$ cat src/rtl/alu_issue.sv
// Execute-stage issuer: latches one decoded request, drives the combinational
// ALU for one or two passes, and hands back a registered result over valid/ready.
module alu_issue #(
  parameter int WIDTH      = 16,
  parameter int SLBI_SHAMT = 8
) (
  input  logic             clk,
  input  logic             rst,
  input  logic             req_valid,
  output logic             req_ready,
  input  logic [3:0]       req_func,
  input  logic [WIDTH-1:0] req_a,
  input  logic [WIDTH-1:0] req_b,
  input  logic [7:0]       req_imm,
  output logic [WIDTH-1:0] alu_a,
  output logic [WIDTH-1:0] alu_b,
  output logic             alu_cin,
  output logic [3:0]       alu_oper,
  output logic             alu_inva,
  output logic             alu_invb,
  output logic             alu_sign,
  input  logic [WIDTH-1:0] alu_out,
  input  logic             alu_zf,
  input  logic             alu_sf,
  input  logic             alu_of,
  input  logic             alu_cf,
  output logic             rsp_valid,
  input  logic             rsp_ready,
  output logic [WIDTH-1:0] rsp_data,
  output logic [3:0]       rsp_flags,
  output logic             rsp_err,
  output logic [15:0]      ops_done
);

  typedef enum logic [1:0] {IDLE = 2'd0, P1 = 2'd1, P2 = 2'd2, DONE = 2'd3} state_t;

  localparam logic [3:0] FUNC_SLBI = 4'd13;
  localparam logic [3:0] OP_SLL    = 4'b0101;
  localparam logic [3:0] OP_OR     = 4'b0010;

  state_t           state_r, state_s;
  logic [3:0]       func_r;
  logic [7:0]       imm_r;
  logic [WIDTH-1:0] alu_a_r, alu_b_r, rsp_data_r;
  logic [3:0]       alu_oper_r, rsp_flags_r;
  logic             alu_cin_r, alu_inva_r, alu_invb_r, alu_sign_r;
  logic             rsp_valid_r, rsp_err_r;
  logic [15:0]      ops_cnt_r;
  logic             accept_s;

  // Control word {oper, inva, invb, cin, sign} for the first pass of each function.
  function automatic logic [7:0] decode(input logic [3:0] func);
    case (func)
      4'd0:    decode = {4'b0000, 1'b0, 1'b0, 1'b0, 1'b1};
      4'd1:    decode = {4'b0000, 1'b1, 1'b0, 1'b1, 1'b1};
      4'd2:    decode = {4'b0001, 1'b0, 1'b0, 1'b0, 1'b0};
      4'd3:    decode = {4'b0010, 1'b0, 1'b0, 1'b0, 1'b0};
      4'd4:    decode = {4'b0011, 1'b0, 1'b0, 1'b0, 1'b0};
      4'd5:    decode = {4'b0001, 1'b0, 1'b1, 1'b0, 1'b0};
      4'd6:    decode = {4'b0100, 1'b0, 1'b0, 1'b0, 1'b0};
      4'd7:    decode = {4'b0101, 1'b0, 1'b0, 1'b0, 1'b0};
      4'd8:    decode = {4'b0110, 1'b0, 1'b0, 1'b0, 1'b0};
      4'd9:    decode = {4'b0111, 1'b0, 1'b0, 1'b0, 1'b0};
      4'd10:   decode = {4'b1000, 1'b0, 1'b1, 1'b1, 1'b1};
      4'd11:   decode = {4'b1001, 1'b0, 1'b1, 1'b1, 1'b1};
      4'd12:   decode = {4'b1010, 1'b0, 1'b1, 1'b1, 1'b1};
      4'd13:   decode = {OP_SLL,  1'b0, 1'b0, 1'b0, 1'b0};
      default: decode = 8'h00;
    endcase
  endfunction

  function automatic logic is_legal(input logic [3:0] func);
    is_legal = (func <= FUNC_SLBI);
  endfunction

  assign accept_s  = req_valid && (state_r == IDLE);
  assign req_ready = (state_r == IDLE);

  // Next-state logic.
  always_comb begin
    state_s = state_r;
    case (state_r)
      IDLE: begin
        if (accept_s) begin
          state_s = is_legal(req_func) ? P1 : DONE;
        end else begin
          state_s = IDLE;
        end
      end
      P1:      state_s = (func_r == FUNC_SLBI) ? P2 : DONE;
      P2:      state_s = DONE;
      DONE: begin
        if (rsp_ready) begin
          state_s = IDLE;
        end else begin
          state_s = DONE;
        end
      end
      default: state_s = IDLE;
    endcase
  end

  // State register, ALU drive registers, response and completion counter.
  always_ff @(posedge clk) begin
    if (rst) begin
      state_r     <= IDLE;
      func_r      <= 4'd0;
      imm_r       <= 8'd0;
      alu_a_r     <= '0;
      alu_b_r     <= '0;
      alu_oper_r  <= 4'd0;
      {alu_inva_r, alu_invb_r, alu_cin_r, alu_sign_r} <= 4'b0000;
      rsp_valid_r <= 1'b0;
      rsp_data_r  <= '0;
      rsp_flags_r <= 4'd0;
      rsp_err_r   <= 1'b0;
      ops_cnt_r   <= 16'd0;
    end else begin
      state_r <= state_s;
      case (state_r)
        IDLE: begin
          if (accept_s) begin
            func_r <= req_func;
            imm_r  <= req_imm;
            if (is_legal(req_func)) begin
              alu_a_r <= req_a;
              alu_b_r <= (req_func == FUNC_SLBI) ? WIDTH'(SLBI_SHAMT) : req_b;
              {alu_oper_r, alu_inva_r, alu_invb_r, alu_cin_r, alu_sign_r} <= decode(req_func);
            end else begin
              rsp_valid_r <= 1'b1;
              rsp_data_r  <= '0;
              rsp_flags_r <= 4'd0;
              rsp_err_r   <= 1'b1;
            end
          end
        end
        P1: begin
          if (func_r == FUNC_SLBI) begin
            // Second SLBI pass ORs the immediate into the shifted first result.
            alu_a_r    <= alu_out;
            alu_b_r    <= {{(WIDTH-8){1'b0}}, imm_r};
            alu_oper_r <= OP_OR;
            {alu_inva_r, alu_invb_r, alu_cin_r, alu_sign_r} <= 4'b0000;
          end else begin
            alu_a_r     <= '0;
            alu_b_r     <= '0;
            alu_oper_r  <= 4'd0;
            {alu_inva_r, alu_invb_r, alu_cin_r, alu_sign_r} <= 4'b0000;
            rsp_valid_r <= 1'b1;
            rsp_data_r  <= alu_out;
            rsp_flags_r <= {alu_zf, alu_sf, alu_of, alu_cf};
            rsp_err_r   <= 1'b0;
          end
        end
        P2: begin
          alu_a_r     <= '0;
          alu_b_r     <= '0;
          alu_oper_r  <= 4'd0;
          {alu_inva_r, alu_invb_r, alu_cin_r, alu_sign_r} <= 4'b0000;
          rsp_valid_r <= 1'b1;
          rsp_data_r  <= alu_out;
          rsp_flags_r <= {alu_zf, alu_sf, alu_of, alu_cf};
          rsp_err_r   <= 1'b0;
        end
        DONE: begin
          if (rsp_ready) begin
            rsp_valid_r <= 1'b0;
            ops_cnt_r   <= ops_cnt_r + 16'd1;
          end else begin
            rsp_valid_r <= 1'b1;
          end
        end
        default: state_r <= IDLE;
      endcase
    end
  end

  assign alu_a     = alu_a_r;
  assign alu_b     = alu_b_r;
  assign alu_cin   = alu_cin_r;
  assign alu_oper  = alu_oper_r;
  assign alu_inva  = alu_inva_r;
  assign alu_invb  = alu_invb_r;
  assign alu_sign  = alu_sign_r;
  assign rsp_valid = rsp_valid_r;
  assign rsp_data  = rsp_data_r;
  assign rsp_flags = rsp_flags_r;
  assign rsp_err   = rsp_err_r;
  assign ops_done  = ops_cnt_r;

endmodule
$ cat config.mk
export PLATFORM = sky130hd
export DESIGN_NAME = alu_issue
export DESIGN_NICKNAME = d
export VERILOG_FILES = /design/src/rtl/alu_issue.sv
export SDC_FILE = /design/constraint.sdc
export NUM_CORES = 1
export LEC_CHECK = 0
export BUFFER_PORTS_ARGS = -buffer_cell sky130_fd_sc_hd__buf_2
export CAP_MARGIN = 20
export CORE_MARGIN = 1
export CORE_UTILIZATION = 53
export DETAILED_ROUTE_END_ITERATION = 10
export GPL_TIMING_DRIVEN = 0
export PLACE_DENSITY = 0.85
export RECOVER_POWER = 25
export REMOVE_ABC_BUFFERS = 1
export SKIP_CTS_REPAIR_TIMING = 1
export SYNTH_ARGS = -nofsm -noshare
export SYNTH_HDL_FRONTEND = slang
export SYNTH_SLANG_ARGS = --single-unit
$ cat constraint.sdc
create_clock -name clk -period 4 [get_ports clk]
set_input_delay 0.4 -clock clk [delete_from_list [all_inputs] [get_ports clk]]
set_output_delay 0.4 -clock clk [all_outputs]
set_load 0.005 [all_outputs]
# Word-level counts from Yosys, hierarchy flattened
# Memories as Yosys holds them, arrays and structs flattened.
# Cells that the tools add are included.
# totals
memories,1
reg_bits,92
rom_bits,128
out_inout_bits,79
wordCells,83
inputBits,68
# op_classes
reduce_logical,11
mux,45
n_eq_ne,9
n_lt_le_gt_ge,1
n_addsub,1
# memory_table
memory,words,width,read_ports,rd_clocked_by_memory_dff,write_ports,line,text
(no name shown),16,8,1,0,0,53,case (func)
# op_table
operator,n
16-bit 2-to-1 mux,9
16-bit one-hot mux with 3 select lines,3
4-bit one-hot mux with 3 select lines,2
4-bit 2-to-1 mux,5
"16-bit by 1-bit adder with 16-bit output, second input constant",1
1-bit 2-to-1 mux,14
3-bit AND reduction,3
"4-bit == test, second input constant",2
2-bit 2-to-1 mux,4
8-bit 2-to-1 mux,1
1-bit one-hot mux with 2 select lines,4
2-bit one-hot mux with 4 select lines,1
"2-bit == test, second input constant",2
"4-bit less-or-equal comparator, second input constant",1
"2-bit by 1-bit != test with 1-bit output, second input constant",2
"2-bit != test, second input constant",2
1-bit one-hot mux with 4 select lines,1
2-bit AND reduction,2
4-bit AND reduction,1
1-bit one-hot mux with 3 select lines,1
3-bit nonzero test,1
"2-bit by 1-bit == test with 1-bit output, second input constant",1
2-bit logical NOT,1
2-bit nonzero test,1
2 further kinds,2

# Logic depth before layout (Yosys ltp)
# Gate-level depths: netlist (run 1).
# logic_depth
ltp_word,5
mapped_depth,8
depth_no_buf,6

# Worst setup path before layout (run 1)
# No wires, ideal clock.
# synth_path
path_kind,register -> register
from,register state_r[0]
to,"register alu_a_r[0], in the netlist alu_a[0]"
t_arrival_ns,1.867
n_path_buf,2
period_less_slack_ns,1.999
stages_incl_launch_ff,9
setup_ns,0.132
t_required_ns,3.868
setup_slack_ns,2.001
path_cell_list,dfxtp_1 > inv_1 > ha_1 > and4_1 > or3_1 > buf_2 > buf_2 > a221oi_1 > nor3_1
# synth_between
elab_chain_len,4
word_cells_on_any_way,9
classes_between,4 x eq/ne; 1 x mux; 4 x reduce/logical
# synth_lines
item,line,text
start: declaration,41,"state_t state_r, state_s;"
start signal: assignment,119,state_r <= state_s;
2-bit logical NOT *,n/a,
named net req_ready,10,"output logic req_ready,"
1-bit logical AND,76,assign accept_s = req_valid && (state_r == IDLE);
2-bit by 1-bit != test with 1-bit output (no source line),n/a,
3-bit AND reduction (no source line),n/a,
end signal: assignment,126,alu_a_r <= req_a;
end signal: assignment,140,alu_a_r <= alu_out;
end: declaration,44,"logic [WIDTH-1:0] alu_a_r, alu_b_r, rsp_data_r;"
# The timed path passes the listed nets; every way through them passes the cells marked *.
# A chain may end at the register's enable or synchronous reset.

# Final worst setup path (run 1)
# layout_path
from,register state_r[1]
to,"register alu_a_r[10], in the netlist alu_a[10]"
# layout_between
elab_chain_len,4
word_cells_on_any_way,9
classes_between,4 x eq/ne; 1 x mux; 4 x reduce/logical
# layout_lines
item,line
2-bit logical NOT,"76, 120"
1-bit logical AND,76
2-bit by 1-bit != test with 1-bit output (no source line),n/a
3-bit AND reduction (no source line),n/a
# Several ways; a longest one is shown, not always the timed one.

==> run_results.csv, run 1 <==
group,metric,value,unit
clock_network,cts_buffers,9,
synthesis,synthCells,488,
routing,firstDrtPassIters,4,
timing,rsz0062_at_grt,"no",
synthesis,yosysWarnings,0,
synthesis,synth-adder-area-share,2.19,%
die,start_util,55.1,%
clock_network,clk_pin_slew,0.09,ns
synthesis,synthSimpleGateAreaFrac,27.5,%
power_and_ir_drop,p_int,2030,µW
placed_design,dpl.hpwl,7480,µm
final_layout,area_growth,24.0,%
routing,first_iter_violations,228,
critical_path,worst-r2r-setup-slack,1.26,ns
die,die_area,7890,µm²
critical_path,start_kind,"register",
routing,vias_per_cell,5.59,
clock_network,clock_latency,0.36,ns
clock_network,clkSinkCount,92,
synthesis,yosysUniqueCellTypes,50,
run_status,status,"complete, no violations",
die,core,7250,µm²
die,num_rows,31,
routing,num_vias,4002,
synthesis,ys_seq_area_share,46.1,%
final_layout,drive_gt1_share,22.9,%
timing,timing.fmax,0.364,GHz
die,die_x,88.8,µm
power_and_ir_drop,p_leak,0.00209,µW
power_and_ir_drop,switching_share,39.6,%
clock_network,cts_max_path_buffers,2,
clock_network,cts-htree-levels,3,
clock_network,cts-root-buf,"clkbuf_8",
final_layout,n_antenna_cell,0,
synthesis,synth_edf_count,0,
timing,setup_viol,0,
synthesis,synth_top_family_by_area,"simple AND/OR/NAND/NOR gates",
routing,wl,10900,µm
synthesis,synthFlopType,"dfxtp_1",
clock_network,cts_tree,"built",
timing,maxSlewViolCount,0,
grt,grt_pass1_vias,3526,
timing,setup_tns,0,ns
grt,grt_max_degree,96,
synthesis,synth_compound_area_share,16.7,%
grt,grt-ovfl-total,0,
timing,period_share,68.6,%
power_and_ir_drop,power_switching,1330,µW
placed_design,place.gp.congestion,0.813,
power_and_ir_drop,p_per_area,679,nW/µm²
timing,worst_pin_slew,1.02,ns
die,pin_count,147,
grt,grt_pass1_wl,16200,µm
critical_path,required,4.21,ns
routing,routedWlPerCell,15.2,µm
routing,ant_nets,0,
critical_path,arrival,2.95,ns
final_layout,design_area,4950,µm²
power_and_ir_drop,p_clk_share,20.6,%
synthesis,synth-xor-area-share,2.19,%
routing,drc,0,
timing,skew,0.0130,ns
timing,hold_viol_final,0,
min_path,hold_path.class,"in2reg",
synthesis,synth_seq_cells,92,
power_and_ir_drop,combPwrFrac,42.3,%
power_and_ir_drop,ir_worst_vdd,0.000391,V
critical_path,crit_type,"reg2reg",
placed_design,dpl_cell_area,4770,µm²
final_layout,nets,687,
synthesis,synth_mux_area_share,0.845,%
timing,relSlewSlack,32.0,%
grt,antenna_found_initial,0,
critical_path,crit_path_max_fanout,29,
critical_path,cp-end-kind,"register",
timing,period_minus_slack,2.74,ns
grt,grt_usage,26.9,%
synthesis,syn_area,4000,µm²
synthesis,synth_area_per_cell,8.19,µm²
flow_run,drv_cap,0,
power_and_ir_drop,power_frac_seq,37.1,%
die,die_h,88.8,µm
synthesis,synthArstFlopShare,0,%
placed_design,io_buffers,146,
## through the flow
| stage | setup slack (ns) | cells | power (µW) | hold slack [ns] | utilization [%] |
|---|---|---|---|---|---|
| after global placement | 0.558 | 697 | 2580 | 0.435 | 64.8 |
| after global routing | 1.12 | 716 | 3590 | 0.288 | 68.3 |
| after CTS | 1.26 | 716 | 3380 | 0.273 | 68.9 |
| after detailed placement | 1.26 | 700 | 2700 | 0.443 | 65.8 |
| final | 1.26 | 716 | 3360 | 0.277 | 68.3 |
| after floorplan | 1.40 | 452 | 2100 | 0.426 | - |
## power by group through the flow
stage | logic [µW] | clock network, µW | registers [µW]
after global routing | 1570 | 744 | 1280
after global placement | 1330 | 0 | 1250
after floorplan | 819 | 0 | 1280
after detailed placement | 1440 | 0 | 1260
after CTS | 1440 | 697 | 1240
final | 1420 | 694 | 1250
## cell usage in the layout (no fill, tap or decap), types with 3 or more instances in the layout
cell        n
buf_2     113
dfxtp_1    92
nand2_1    88
a21oi_1    51
nor2_1     42
clkbuf_1   33
nor3_1     27
a221oi_1   23
and2_1     20
nand3_1    19
clkbuf_8    9
inv_1       8
o21ai_0     7
ha_1        7
nor2b_1     6
xor2_1      6
xnor2_1     4
and3_1      4
nand2b_1    4
mux2_2      3
nand4_1     3
or3_1       3
nor4_1      3
## worst max-delay path: stages (launching register included)
cell and delay [ns]:
dfxtp_1 0.41, inv_1 0.10, ha_1 0.87, inv_1 0.61, a221oi_1 0.51, nor3_1 0.09
## final cells by class
| type | instances | area, µm² |
|---|---|---|
| Clock buffer | 10 | 128 |
| Inverter | 8 | 30.0 |
| Clock inverter | 6 | 93.8 |
| Timing Repair Buffer | 149 | 756 |
| Multi-Input combinational cell | 352 | 1980 |
| Fill cell | 606 | 2300 |
| Sequential cell | 92 | 1840 |
| Tap cell | 99 | 124 |
## flip-flops by register name (all words and copies together), names as in the netlist, 2 cells and up
| signal | count |
|---|---|
| alu_a | 16 |
| alu_b | 16 |
| ops_done | 16 |
| rsp_data | 16 |
| imm_r | 8 |
| alu_oper | 4 |
| func_r | 4 |
| rsp_flags | 4 |
| state_r | 2 |
## logic make-up (layout without fill, tap and decap cells)
family	count (synthesis)	in the layout
simple gates	232	232
compound gates	100	100
flops	92	92
buf+inv	44	173
xor+xnor	10	10
fa+ha+maj	7	7
mux	3	3
## path summary, 6_finish.rpt
kind | from | depth (start not counted) | endpoint
max | state_r[1]$_SDFF_PP0_ | 5 | alu_a[10]$_SDFFE_PP0P_
min | req_imm[2] | 3 | imm_r[2]$_SDFFE_PP0P_
max reg2reg | state_r[1]$_SDFF_PP0_ | 5 | alu_a[10]$_SDFFE_PP0P_
min reg2reg | alu_b[10]$_SDFFE_PP0P_ | 2 | alu_b[10]$_SDFFE_PP0P_
## cell usage after synthesis, types with 2 or more instances
master | number | area share (%)
nand4_1 | 3 | 0.47
buf_1 | 4 | 0.38
nor3_1 | 27 | 3.4
a21oi_1 | 51 | 6.4
and4b_1 | 2 | 0.50
nand2_1 | 88 | 8.3
xor2_1 | 6 | 1.3
o21ai_0 | 7 | 0.88
inv_1 | 8 | 0.75
a221oi_2 | 2 | 0.75
and4_1 | 2 | 0.44
nor4_1 | 3 | 0.47
nor3b_1 | 2 | 0.38
buf_2 | 10 | 1.3
ha_1 | 7 | 2.2
a311oi_1 | 2 | 0.44
clkbuf_1 | 21 | 2.0
nand3_1 | 19 | 2.4
nor2_1 | 42 | 3.9
xnor2_1 | 4 | 0.88
and3_1 | 4 | 0.63
mux2_2 | 3 | 0.85
and2_1 | 20 | 3.1
nand2b_1 | 4 | 0.63
dfxtp_1 | 92 | 46
nor2b_1 | 6 | 0.94
a211oi_1 | 2 | 0.38
or3_1 | 3 | 0.47
a221oi_1 | 23 | 5.0
## layer usage
layer	wire, µm	global-route usage (%)	part of all wire (%)
met5	0	0	0
met4	294	12.9	2.7
met3	779	4.48	7.2
met2	5360	47.0	49
met1	4450	32.0	41
(Power assumes the default switching activity.)
==> run 2: changes to the inputs <==
Settings changed: ABC_AREA set to 1, CORE_UTILIZATION 53 to 50, PLACE_DENSITY 0.85 to 0.8.
Clock period 4 ns to 2.9 ns, I/O delays scaled along.
==> run 2 against run 1 <==
  * Highest routed layer unchanged
  * Clock power increased by 29%
  * Synthesized cell count increased by 30%
  * Combinational power decreased by 56%
  * Die area increased by 13%
  * Non-clock buffer count decreased by 1
  * Cell area increased by 4.9%
  * Largest cell class unchanged
  * Critical path depth increased by 5
==> run_results.csv, run 2 <==
group,metric,value,unit
power_and_ir_drop,p_int,2030,µW
timing,setup_tns,0,ns
placed_design,dp.cells,856,
timing,hold_viol_final,0,
timing,worst_pin_slew,0.896,ns
grt,grt_pass1_vias,3980,
timing,period_minus_slack,2.43,ns
placed_design,io_buffers,146,
synthesis,synth.largest_area_cell,"dfxtp_1",
placed_design,dpl.hpwl,7580,µm
routing,drc,0,
routing,ant_nets,0,
clock_network,cts-root-buf,"clkbuf_8",
timing,skew,0.0141,ns
routing,num_vias,4417,
timing,period_share,84.0,%
die,num_rows,33,
min_path,hold_path.class,"in2reg",
final_layout,finish.utilization,62.9,%
grt,grt_pass1_wl,18100,µm
synthesis,syn_area,4270,µm²
critical_path,crit_start,"state_r[1]$_SDFF_PP0_",
min_path,hold_start,"alu_zf",
critical_path,arrival,2.74,ns
grt,grt-ovfl-total,0,
power_and_ir_drop,ir_worst_vdd,0.000279,V
final_layout,nets,837,
synthesis,synthCells,635,
timing,relSlewSlack,40.2,%
routing,vias_per_cell,5.07,
power_and_ir_drop,switching_share,31.5,%
die,die_x,94.4,µm
power_and_ir_drop,p_leak,0.00262,µW
timing,rsz0062_at_grt,"no",
critical_path,r2r-start,"state_r[1]$_SDFF_PP0_",
grt,grt_usage,25.7,%
synthesis,yosysUniqueCellTypes,27,
synthesis,yosysWarnings,0,
routing,firstDrtPassIters,5,
final_layout,regArea,1840,µm²
clock_network,cts_max_path_buffers,2,
power_and_ir_drop,p_clk_share,30.3,%
synthesis,synth.most_common_cell,"nand2_1",
clock_network,clkSinkCount,92,
routing,routedWlPerCell,13.1,µm
die,start_util,51.7,%
synthesis,synth_seq_cells,92,
timing,timing.fmax,0.411,GHz
synthesis,synth_common_cells,"nand2_1 (138), nor2_1 (107), dfxtp_1 (92)",
timing,maxSlewViolCount,0,
clock_network,clock_latency,0.37,ns
final_layout,fin_cells,872,
run_status,status,"complete, no violations",
critical_path,required,3.21,ns
clock_network,cts-htree-levels,3,
final_layout,final_cell_mix,"nand2_1 (138), buf_2 (120), nor2_1 (107), dfxtp_1 (92), inv_1 (76)",
synthesis,synth_area_per_cell,6.72,µm²
synthesis,synthArstFlopShare,0,%
grt,antenna_found_initial,0,
routing,wl,11400,µm
synthesis,ys_seq_area_share,43.1,%
final_layout,n_antenna_cell,0,
clock_network,cts_buffers,9,
critical_path,crit_type,"reg2reg",
die,core,8260,µm²
synthesis,yosys.area.top_type_share,43.1,%
timing,setup_viol,0,
grt,grt_max_degree,74,
clock_network,cts_tree,"built",
critical_path,start_kind,"register",
placed_design,place.gp.congestion,0.874,
synthesis,synthFlopType,"dfxtp_1",
die,die_h,94.4,µm
routing,first_iter_violations,212,
final_layout,area_growth,21.7,%
synthesis,synth_edf_count,0,
critical_path,cp-end-kind,"register",
power_and_ir_drop,combPwrFrac,21.3,%
synthesis,ys_top_cells_by_area,"dfxtp_1 (43%), nand2_1 (12%), nor2_1 (9.4%)",
die,pin_count,147,
final_layout,multi_input_area,1970,µm²
final_layout,final_common_cell,"nand2_1",
final_layout,drive_gt1_share,19.0,%
timing,worst_hold_slack,0.156,ns
critical_path,crit_path_max_fanout,16,
final_layout,fill_cells,784,
power_and_ir_drop,power_switching,933,µW
power_and_ir_drop,power_frac_seq,48.5,%
flow_run,drv_cap,0,
clock_network,clk_pin_slew,0.10,ns
die,die_area,8910,µm²
critical_path,worst-r2r-setup-slack,0.47,ns
power_and_ir_drop,p_per_area,571,nW/µm²
## run 2: cell types whose count changed after synthesis, moves of 19 or more
cell | before | now
and2_1 | 20 | 1
a21oi_1 | 51 | 71
nor3_1 | 27 | 5
nor2_1 | 42 | 107
a221oi_1 | 23 | 0
o21ai_0 | 7 | 50
inv_1 | 8 | 76
nand2_1 | 88 | 138
## run 2: final timing paths
check                                            endpoint  cells after the start
worst max-delay path                 alu_cin$_SDFFE_PP0P_                     10
worst min-delay path            rsp_flags[3]$_SDFFE_PP0P_                      3
worst max register to register       alu_cin$_SDFFE_PP0P_                     10
worst min register to register     alu_b[11]$_SDFFE_PP0P_                      2
## run 2: power groups by stage
stage | Sequential, µW | Combinational (µW) | Clock [µW]
after detailed placement | 1460 | 637 | 0
after CTS | 1440 | 641 | 908
after global placement | 1460 | 599 | 0
after floorplan | 1470 | 343 | 0
after global routing | 1450 | 712 | 965
final | 1440 | 631 | 898
## run 2: area by class of cell
cell class	instances	area share, %
multi-input cells	432	38.0
flip-flops and latches	92	35.4
repair buffers	148	14.5
inverters	79	5.73
well taps	105	2.53
clock buffers	10	2.46
clock inverters	6	1.37
## run 2: cells by family after synthesis
family / Yosys count / synth area share (%)
compound gates: 126 / 14.9
fa+ha+maj: 7 / 2.05
flops: 92 / 43.1
xor+xnor: 2 / 0.410
simple gates: 297 / 28.8
buf+inv: 111 / 10.7
## run 2: metrics by stage
stage,cell area (µm²),power [µW],setup WS (ns)
global route,5200,3130,0.248
detailed placement,5030,2100,0.484
CTS,5230,2980,0.469
global placement,4970,2060,-0.725
floorplan,4110,1820,0.291
finish,5200,2970,0.465
## run 2: per-layer routing
layer / global-route usage [%] / share of wire [%] / vias to the layer above
met1: 31.9 / 42 / 1976
met2: 44.2 / 48 / 166
met4: 10.4 / 2.5 / 0
met3: 4.19 / 6.8 / 26
li1: - / - / 2249
met5: 0 / 0 / -
## run 2: worst max-delay path, stage by stage, from the launching register on
cell and delay [ns]:
dfxtp_1 0.41, inv_1 0.11, ha_1 0.60, inv_1 0.43, nor2_1 0.19, nor2_1 0.07
nor2_1 0.26, nand2_1 0.11, nand3_1 0.09, nand2_1 0.05, inv_1 0.08
==> run 3: changes to the inputs <==
Clock period 2.9 ns to 2.55 ns, I/O delays scaled along.
==> run 3 against run 2 <==
  * Hold slack got worse by 0.038 ns
  * Total power rose by 14%
  * Setup slack got worse by 0.21 ns
  * Clock-buffer cell count did not move
  * Highest routed layer unchanged
  * Register-to-register slack got worse by 0.21 ns
  * Critical path type unchanged
  * Final cell count rose by 0.34%
==> run_results.csv, run 3 (synthesis results as in run 2) <==
group,metric,value,unit
flow_run,drv_cap,0,
timing,skew,0.0131,ns
die,start_util,51.7,%
final_layout,area_growth,22.5,%
grt,grt_pass1_wl,18100,µm
placed_design,place_ws,0.134,ns
critical_path,crit_type,"reg2reg",
final_layout,nets,840,
grt,grt_usage,25.7,%
timing,period_share,90.1,%
critical_path,arrival,2.55,ns
die,num_rows,33,
final_layout,fill_cells,777,
placed_design,place.gp.congestion,0.874,
timing,timing.fmax,0.435,GHz
routing,vias_per_cell,5.08,
grt,antenna_found_initial,0,
routing,ant_nets,0,
die,die_area,8910,µm²
final_layout,n_antenna_cell,0,
timing,setup_viol,0,
routing,drc,0,
grt,grt-ovfl-total,0,
timing,rsz0062_at_grt,"no",
grt,grt_max_degree,74,
critical_path,crit_path_max_fanout,37,
critical_path,cp-end-kind,"register",
critical_path,slowest_delay,0.72,ns
clock_network,clkSinkCount,92,
routing,firstDrtPassIters,5,
final_layout,final_common_cell,"nand2_1",
placed_design,dpl.hpwl,7580,µm
die,pin_count,147,
die,core,8260,µm²
die,die_x,94.4,µm
placed_design,io_buffers,146,
critical_path,start_kind,"register",
run_status,status,"complete, no violations",
clock_network,cts-htree-levels,3,
routing,num_vias,4448,
timing,maxSlewViolCount,0,
power_and_ir_drop,ir_worst_vdd,0.000318,V
routing,first_iter_violations,202,
final_layout,final_cell_mix,"nand2_1 (138), buf_2 (120), nor2_1 (107), dfxtp_1 (92), inv_1 (75)",
timing,worst_pin_slew,0.899,ns
clock_network,clock_latency,0.36,ns
critical_path,crit_chain,"inv_1 -> ha_1 -> nand2_1 -> nand2_1 -> nor2_4 -> o21ai_0 -> nor2_1 -> nor2_1",
grt,grt_pass1_vias,3980,
clock_network,clk_pin_slew,0.10,ns
die,die_h,94.4,µm
power_and_ir_drop,p_per_area,647,nW/µm²
routing,routedWlPerCell,13.1,µm
timing,period_minus_slack,2.30,ns
critical_path,required,2.80,ns
min_path,hold_path.class,"in2reg",
timing,relSlewSlack,40.0,%
final_layout,finish.utilization,63.3,%
final_layout,drive_gt1_share,19.5,%
routing,wl,11500,µm
clock_network,cts_buffers,9,
critical_path,slowest_stage,"nor2_4",
timing,layout_setup_ws,0.251,ns
critical_path,crit_family,"simple AND/OR/NAND/NOR gates",
clock_network,cts-root-buf,"clkbuf_8",
clock_network,cts_max_path_buffers,2,
critical_path,path_buf_inv,1,
clock_network,cts_tree,"built",
timing,hold_viol_final,0,
power_and_ir_drop,p_leak,0.00263,µW
run 3: power breakdown:
part,total (µW),switching [µW],internal (µW)
clock network,1020,551,466
registers,1640,65.1,1570
logic,731,447,285
run 3: path summary, 6_finish.rpt:
kind	from	to	slack [ns]	cells past startpoint
max reg2reg	state_r[0]$_SDFF_PP0_	alu_oper[1]$_SDFFE_PP0P_	0.25	8
max	state_r[0]$_SDFF_PP0_	alu_oper[1]$_SDFFE_PP0P_	0.25	8
min	alu_zf	rsp_flags[3]$_SDFFE_PP0P_	0.12	3
min reg2reg	alu_b[11]$_SDFFE_PP0P_	alu_b[11]$_SDFFE_PP0P_	0.47	2
run 3: area by class of cell:
cell class / instances / area [µm²] / share of cell area, %
Inverter: 79 / 302 / 5.77
Sequential cell: 92 / 1840 / 35.2
Tap cell: 105 / 131 / 2.51
Multi-Input combinational cell: 432 / 1980 / 37.9
Clock buffer: 10 / 128 / 2.44
Timing Repair Buffer: 151 / 776 / 14.8
Clock inverter: 6 / 71.3 / 1.36
run 3: through the flow:
step	setup TNS (ns)	hold slack [ns]	power (µW)	area, µm²	cells
floorplan	-0.0867	0.324	2060	4110	603
global placement	-41.00	0.443	2340	4970	854
detailed placement	0	0.451	2390	5030	856
CTS	0	0.112	3390	5230	872
global route	0	0.112	3570	5230	875
finish	0	0.118	3380	5230	875
run 3: metal layers:
| metal | track usage [%] | up-vias | part of all wire, % |
|---|---|---|---|
| met3 | 4.19 | 24 | 6.1 |
| met5 | 0 | - | 0 |
| met4 | 10.4 | 0 | 2.2 |
| met1 | 31.9 | 2015 | 43 |
| met2 | 44.2 | 157 | 49 |
| li1 | - | 2252 | - |
run 3: worst reg2reg max path, stage by stage, from the launching register on:
cell     delay (ns)
dfxtp_1        0.41
inv_1          0.10
ha_1           0.27
nand2_1        0.11
nand2_1        0.13
nor2_4         0.72
o21ai_0        0.23
nor2_1         0.17
nor2_1         0.06
